**config.mk**
```make
export PLATFORM = sky130hd
export DESIGN_NAME = mult_booth
export DESIGN_NICKNAME = d
export VERILOG_FILES = /design/src/rtl/mult_booth_pkg.sv /design/src/rtl/mult_booth_add_sub.sv /design/src/rtl/mult_booth.sv
export SDC_FILE = /design/constraint.sdc
export NUM_CORES = 1
export LEC_CHECK = 0
export ABC_AREA = 1
export BUFFER_PORTS_ARGS = -buffer_cell sky130_fd_sc_hd__buf_2
export CAP_MARGIN = 20
export CORE_AREA = 10 10 58 107
export DETAILED_ROUTE_END_ITERATION = 6
export DIE_AREA = 0 0 68 117
export SLEW_MARGIN = 30
export SYNTH_ARGS = -nofsm -noshare
export SYNTH_HDL_FRONTEND = slang
export SYNTH_SLANG_ARGS = --single-unit
```
**constraint.sdc**
```tcl
create_clock -name clk -period 2.75 [get_ports clk]
set_input_delay 0.55 -clock clk [delete_from_list [all_inputs] [get_ports clk]]
set_output_delay 0.55 -clock clk [all_outputs]
set_load 0.05 [all_outputs]
```
**src/rtl/mult_booth_pkg.sv**
```systemverilog
// Shared types for the radix-2 Booth multiplier datapath: the control word and
// the recode-pair encodings the external controller decodes from Q_LSB[1:0].
package mult_booth_pkg;

  typedef struct packed {
    logic load_A;
    logic load_B;
    logic load_add;
    logic shift_HQ_LQ_Q_1;
    logic add_sub;
  } mult_control_t;

  localparam logic [1:0] BOOTH_NOP0 = 2'b00;
  localparam logic [1:0] BOOTH_ADD  = 2'b01;
  localparam logic [1:0] BOOTH_SUB  = 2'b10;
  localparam logic [1:0] BOOTH_NOP1 = 2'b11;

endpackage

```
**src/rtl/mult_booth_add_sub.sv**
```systemverilog
// Combinational W-bit wrapping adder/subtractor (module_add_sub): y = a + b, or a - b when sub_i.
module module_add_sub #(
  parameter int unsigned W = 9
) (
  input  logic [W-1:0] a_i,
  input  logic [W-1:0] b_i,
  input  logic         sub_i,
  output logic [W-1:0] y_o
);

  always_comb begin
    y_o = sub_i ? (a_i - b_i) : (a_i + b_i);
  end

endmodule

```
**src/rtl/mult_booth.sv**
```systemverilog
// Radix-2 Booth multiplier datapath; sequencing lives in an external controller.
// Define MULT_BOOTH_ASSERT_EN to compile in the SVA checks.
module mult_booth
  import mult_booth_pkg::*;
#(
  parameter int unsigned N = 8
) (
  input  logic          clk,
  input  logic          rst,
  input  logic [N-1:0]  A,
  input  logic [N-1:0]  B,
  input  mult_control_t mult_control,
  output logic [2:0]    Q_LSB,
  output logic [2*N-1:0] Y
);

  logic [N-1:0] m_q, m_d;
  logic [N:0]   hq_q, hq_d;
  logic [N-1:0] lq_q, lq_d;
  logic         q1_q, q1_d;
  logic [N:0]   hq_sum;
  logic [N:0]   hq_acc;

  // HQ carries one extra sign bit so subtracting the most-negative M cannot overflow.
  module_add_sub #(
    .W (N + 1)
  ) u_add_sub (
    .a_i   (hq_q),
    .b_i   ({m_q[N-1], m_q}),
    .sub_i (mult_control.add_sub),
    .y_o   (hq_sum)
  );

  always_comb begin
    m_d    = mult_control.load_A ? A : m_q;
    hq_acc = mult_control.load_add ? hq_sum : hq_q;
    hq_d   = hq_q;
    lq_d   = lq_q;
    q1_d   = q1_q;
    if (mult_control.load_B) begin
      hq_d = '0;
      lq_d = B;
      q1_d = 1'b0;
    end else if (mult_control.shift_HQ_LQ_Q_1) begin
      // Shift operates on the post-add accumulator: one full Booth step per clock.
      hq_d = {hq_acc[N], hq_acc[N:1]};
      lq_d = {hq_acc[0], lq_q[N-1:1]};
      q1_d = lq_q[0];
    end else begin
      hq_d = hq_acc;
    end
  end

  always_ff @(posedge clk or negedge rst) begin
    if (!rst) begin
      m_q  <= '0;
      hq_q <= '0;
      lq_q <= '0;
      q1_q <= 1'b0;
    end else begin
      m_q  <= m_d;
      hq_q <= hq_d;
      lq_q <= lq_d;
      q1_q <= q1_d;
    end
  end

  assign Y     = {hq_q[N-1:0], lq_q};
  assign Q_LSB = {lq_q[1:0], q1_q};

`ifdef MULT_BOOTH_ASSERT_EN
  a_no_add_with_load_b: assert property (@(posedge clk) disable iff (!rst)
    !(mult_control.load_B && mult_control.load_add));

  a_zero_in_reset: assert property (@(posedge clk)
    !rst |-> (Y == '0 && Q_LSB == 3'b000));

  a_ctrl_known: assert property (@(posedge clk) disable iff (!rst)
    !$isunknown(mult_control));
`else
`endif

endmodule

```
Yosys cells after proc, flatten, opt, wreduce, memory -nomap -nowiden

Cells that the tools add are included.
Widths: inputs -> output; s select.

Output and inout bits: 19
Register bits after elaboration: 26
Logic and storage cells: 15
Input bits: 23

Mux-type cells: 8
Add/sub/neg operators: 2
Reduce and logical (&&, ||, !) cells: 1

Operators with widths:

| operator          | count |
|---|---|
| $mux 9            | 3 |
| $mux 8            | 3 |
| $add 9x9->9       | 1 |
| $sub 9x9->9       | 1 |
| $mux 1            | 2 |
| $reduce_bool 2->1 | 1 |

Depth between registers and ports, before layout

Word-level depth: 5
Mapped depth: 20
Gate-level depth less buffers: 20

Hierarchy

A second synthesis with hierarchy kept.

Cell total of the unflattened synthesis: 274
Area total of the unflattened synthesis: 1865.5 sq um

By module, submodules not included:

| module         | times used | area each (sq um) | sequential area each (sq um) | cells an instance |
|---|---|---|---|---|
| mult_booth     | 1          | 1249.9            | 650.6                        | 158 |
| module_add_sub | 1          | 615.6             | 0.0                          | 116 |

Worst setup path after synthesis

Ideal clock, no wire load.

Path kind: input to register
From: input port mult_control[0] in the netlist's numbering
To: register hq_q[7]
Library setup time: 121 ps
Path buffers: 1
Arrival time: 2096 ps
Stages on the path: 16
Required time: 2629 ps
Slack: 533 ps
Cell sequence: clkbuf_1 inv_1 nand2_1 xor2_1 inv_1 ha_1 nand2_1 nand2_1 a21oi_1 nand2_1 nand3_1 nand3_1 nand2_1 nand2_1 nand2_1 nand2_1

Longest elaborated chain between the ends: 4

Ends and longest elaborated chain:

| what                   | RTL line                 | text |
|---|---|---|
| start: declaration     | mult_booth.sv:12         | `input mult_control_t mult_control,` |
| $mux 9                 | mult_booth_add_sub.sv:12 | `y_o = sub_i ? (a_i - b_i) : (a_i + b_i);` |
| $mux 9                 | mult_booth.sv:36         | `hq_acc = mult_control.load_add ? hq_sum : hq_q;` |
| $mux 8                 | mult_booth.sv:44         | `end else if (mult_control.shift_HQ_LQ_Q_1) begin` |
| $mux 9                 | mult_booth.sv:40         | `if (mult_control.load_B) begin` |
| net hq_d[7]            | mult_booth.sv:18         | `logic [N:0] hq_q, hq_d;` |
| end signal: assignment | mult_booth.sv:62         | `hq_q <= hq_d;` |
| end: declaration       | mult_booth.sv:18         |  |

The timed path passes the listed nets, and every way through them passes these cells.
A chain may end at the register's enable or synchronous reset.

Worst setup path in the final report

From: register m_q[0]
To: register hq_q[7]

Longest elaborated chain between the ends: 5
Elaborated cells on any way between the ends: 6
Those cells by class: add/sub: 2; mux: 4

Ends and longest elaborated chain:

| what                                              | RTL line                 | text |
|---|---|---|
| start: declaration                                | mult_booth.sv:17         | `logic [N-1:0] m_q, m_d;` |
| start signal: assignment                          | mult_booth.sv:61         | `m_q <= m_d;` |
| $add 9x9->9 / $sub 9x9->9 (equally long branches) | mult_booth_add_sub.sv:12 |  |
| $mux 9 *                                          | mult_booth_add_sub.sv:12 |  |
| $mux 9 *                                          | mult_booth.sv:36         |  |
| $mux 8 *                                          | mult_booth.sv:44         |  |
| $mux 9 *                                          | mult_booth.sv:40         |  |
| net hq_d[7]                                       | mult_booth.sv:18         |  |

Mark *: on every way through the listed nets, which the timed path passes. The rest lies on a longest branch.

==> results by stage <==
Placement:
- The total of buffers placed on input and output ports is 41.
- The HPWL after detailed placement is between 3 and 4 mm.
- Counting tap cells, the placed design contains a total of 311 instances.
- The placed instances occupy a cell area of 1899 um^2.
- The global placer's final weighted congestion is a little under 0.9.

CTS:
- The post-cts hold buffer count is 0.
- In this run, post-CTS repair resized a total of 0 instances.
- The TritonCTS clock tree is done.
- Counting every sink on the clock net gives 26.
- At the later pin of the worst-skew pair, clock insertion delay measures approximately 0.27 ns.
- The number of buffers created by CTS is 3.
- The number of levels in the clock H-tree is 1.
- The number of setup buffers added after CTS is 0.
- The maximum clock insertion buffer count is 2.
- Clock tree synthesis selected as its root buffer the cell sky130_fd_sc_hd__clkbuf_8.
- Clock-pin slew was measured on the worst setup and hold paths at approximately 0.10 ns.

Detailed routing:
- The number of violations reported at the end of detailed-routing iteration 0 is 26.
- In the routed layout, each cell is associated on average with a via count of roughly 4.9.
- The DRC violation count after routing is 0.
- The antenna violation net count after detailed routing is 0.
- The post-detailed-route wirelength per cell is 13.65 um.
- The detailed-routing iteration count for the pre-antenna-repair pass is 4.
- The post-detailed-routing wire length is 4.301 mm.
- Summing over every cut layer, the via total after detailed routing is 1549.

Status:
- The flow ran to the end, and the final reports show no timing, DRC or antenna violations.

Layout:
- The count of placed standard cells in the final layout, fillers left out is approximately 320.
- The number of antenna diodes in the final layout is 0.
- Once layout is done, the placed cells without fillers occupy just under 2000 um^2.
- The most frequent standard cell in the layout excluding fill and tap cells is sky130_fd_sc_hd__nand2_1.
- From synthesis to final layout, the design area changed by 13.07%.
- The count of nets after finishing is approximately 300.
- Leaving out fill and tap cells, the most frequent cells in the layout are 71 x sky130_fd_sc_hd__nand2_1, 41 x sky130_fd_sc_hd__buf_2, 27 x sky130_fd_sc_hd__inv_1.
- The layout cell share with drive strength beyond 1 is 0.2077.

Setup path:
- Traced cell by cell, the critical path runs through inv_1, ha_1, inv_1, nor2_2, nand3_1, nand2_1, xor2_1, inv_1, ha_1, nand2_1, inv_1, a21oi_1, nand2_1, nand3_1, nand3_1, nand2_1, nand2_1, nand2_1, nand2_1.
- STA puts the critical path data arrival time at about 2.6 ns.
- The largest stage delay on the critical path is just over 0.4 ns.
- In this design, the critical path's most frequently occurring cell is sky130_fd_sc_hd__nand2_1.
- The critical path required time is a little under 3 ns.
- The worst setup path is launched from a register.
- The critical path is of the register to register type.
- The slowest stage of the critical path is the sky130_fd_sc_hd__dfrtp_1 cell.
- Of all nets on the critical path, the largest fanout is 5.
- The worst setup path is captured at a register.

Yosys:
- The largest total area in the synthesized netlist belongs to sky130_fd_sc_hd__dfrtp_1.
- After synthesis, the netlist uses 29 different library cells.
- The share of synthesized area occupied by flip-flops and latches is 0.3733.
- By area the synthesized netlist is led by sky130_fd_sc_hd__dfrtp_1 37%, sky130_fd_sc_hd__nand2_1 15%, sky130_fd_sc_hd__ha_1 6.5%.
- Synthesis produced ~230 cells.
- The synthesized design contains 26 register bits.
- The cell area that synthesis handed to floorplanning was about 1700 um^2.
- The count of warnings emitted by yosys is 0.
- The net count after synthesis is 266.
- The mean instance size in the synthesized netlist is 7.480 um^2.
- The fraction of synthesized cell area taken by the top area cell type is 0.3733.

STA:
- The final hold violation count is 0.
- Setup total negative slack on the finished layout was measured at 0 ns.
- The final worst-path cycle share is 0.8739.
- The worst path needs between 2 and 2.5 ns of the cycle, external delays included.
- Across all hold checks on the routed design, the worst slack comes to 0.2651 ns.
- At the pin with the least slew margin, the transition time is between 0.6 and 0.7 ns.
- The worst pin sits at a relative slew slack of 0.5665.
- Setup repair after global routing left no endpoint under its margin.
- On the final layout, the worst clock skew is 0.003678 ns.
- Setup violations remaining at the end of the flow were counted as 0.
- The max-slew violation count is 0.
- Derived from the worst setup path, the maximum achievable clock frequency is roughly 0.42 GHz.

Floorplanning:
- The die covers around 8000 um^2.
- The effective utilization at floorplan is 0.3827.
- In this run the horizontal extent of the chip is 68 um.
- The number of top-level pins is 42.
- The core outline area is approximately 4600 um^2.
- The y dimension of the die is 117 um.
- The number of placement rows is 35.

Global route:
- In the global route stage, met3 resource usage came out at 0.02097.
- For this run, global-route usage on met2 was measured as 0.2154.
- The via count of the first global-routing pass is 1530.
- The maximum number of pins on one net before global-route repair is 27.
- The global routing's busiest layer is met2.
- The total congestion overflow after global routing is 0.
- The initial antenna violation count is 0.
- For met1 alone, demand over resource in global routing was 0.1139.
- The first-pass GRT wire length is 7.003 mm.
- For this run, the total global-route usage over all layers was measured as 0.1124.

Flow run:
- The number of maximum-capacitance violations is 0.

Power:
- The standby leakage power is 1.078 nW.
- The total power is approximately 0.0013 W.
- The power per standard cell area is slightly below 700 nW/um^2.
- The worst-case IR drop observed on VDD is ~0.54 mV.

Worst hold path:
- The min-delay analysis places its worst path in the category input port to async pin.
[state kept, by name (all words and copies together), names as in the netlist]
name and count:
hq_q 9, lq_q 8, q1_q 1, m_q 8
[Yosys cell counts, drive strengths merged]
library cell  count
nor3              1
o21a              1
nand2            72
dfrtp            26
a41oi             1
mux2              1
o21ai            16
a22o              2
o22ai             2
o21bai            1
ha                9
o211ai            4
fa                1
buf              16
nand4             2
clkbuf            2
nor2             12
nand3            22
xor2              5
or2               2
a21oi             6
mux2i             1
inv              27
xnor2             1
[path summary, 6_finish.rpt]
path | slack, ns | cells past startpoint | start | end
max | 0.35 | 19 | m_q[0] | hq_q[7]
min reg2reg | 0.52 | 1 | q1_q | q1_q
min | 0.27 | 1 | rst | lq_q[3]
max reg2reg | 0.35 | 19 | m_q[0] | hq_q[7]
min in group clk | 0.48 | 3 | A[6] | m_q[6]
max in group asynchronous | 2.10 | 1 | rst | m_q[2]
[kinds of logic after synthesis]
logic type,count (synthesis),share of synthesized area
AO/OA/AOI/OAI,33,0.1113
AND/OR/NAND/NOR,111,0.2714
buffers and inverters,45,0.1256
adder cells (fa/ha/maj),10,0.07610
XOR/XNOR,6,0.03015
multiplexers,2,0.01220
flip-flops,26,0.3733
[metrics by stage]
stage,setup slack (ns),utilization
after global routing,0.08416,0.4327
final,0.3468,0.4327
after detailed placement,0.3363,0.4170
after global placement,0.3626,0.4170
after floorplan,0.5328,-
after CTS,0.3297,0.4327
[worst max-delay path: cells and delay by family (launching register included)]
family	cells	cell delay [ns]
fa+ha+maj	2	0.49
xor+xnor	1	0.15
flops	1	0.41
compound gates	1	0.13
buf+inv	4	0.23
simple gates	11	0.90
[area by class of cell]
cell class / instances / area (um^2)
multi-input combinational: 162 / 873.3
sequential: 26 / 650.6
clock inverter: 1 / 30.03
inverter: 27 / 101.3
fill: 504 / 2584
tap: 55 / 68.82
clock buffer: 3 / 41.29
timing repair buffer: 41 / 205.2
[where the power goes]
group          total (W)  leakage (nW)  internal, W  switching [W]
Clock           0.000322        0.0357     0.000195       0.000127
Sequential      0.000469         0.327     0.000427      0.0000415
Combinational   0.000539         0.715     0.000167       0.000371
Total            0.00133          1.08     0.000790       0.000540
[layer usage]
layer  up-vias  wire length [um]
li1        794                 -
met1       734              1536
met2        17              2585
met3         4               120
met4         0                58
met5         -                 0
Note: power is estimated with default switching activity, not from simulation.
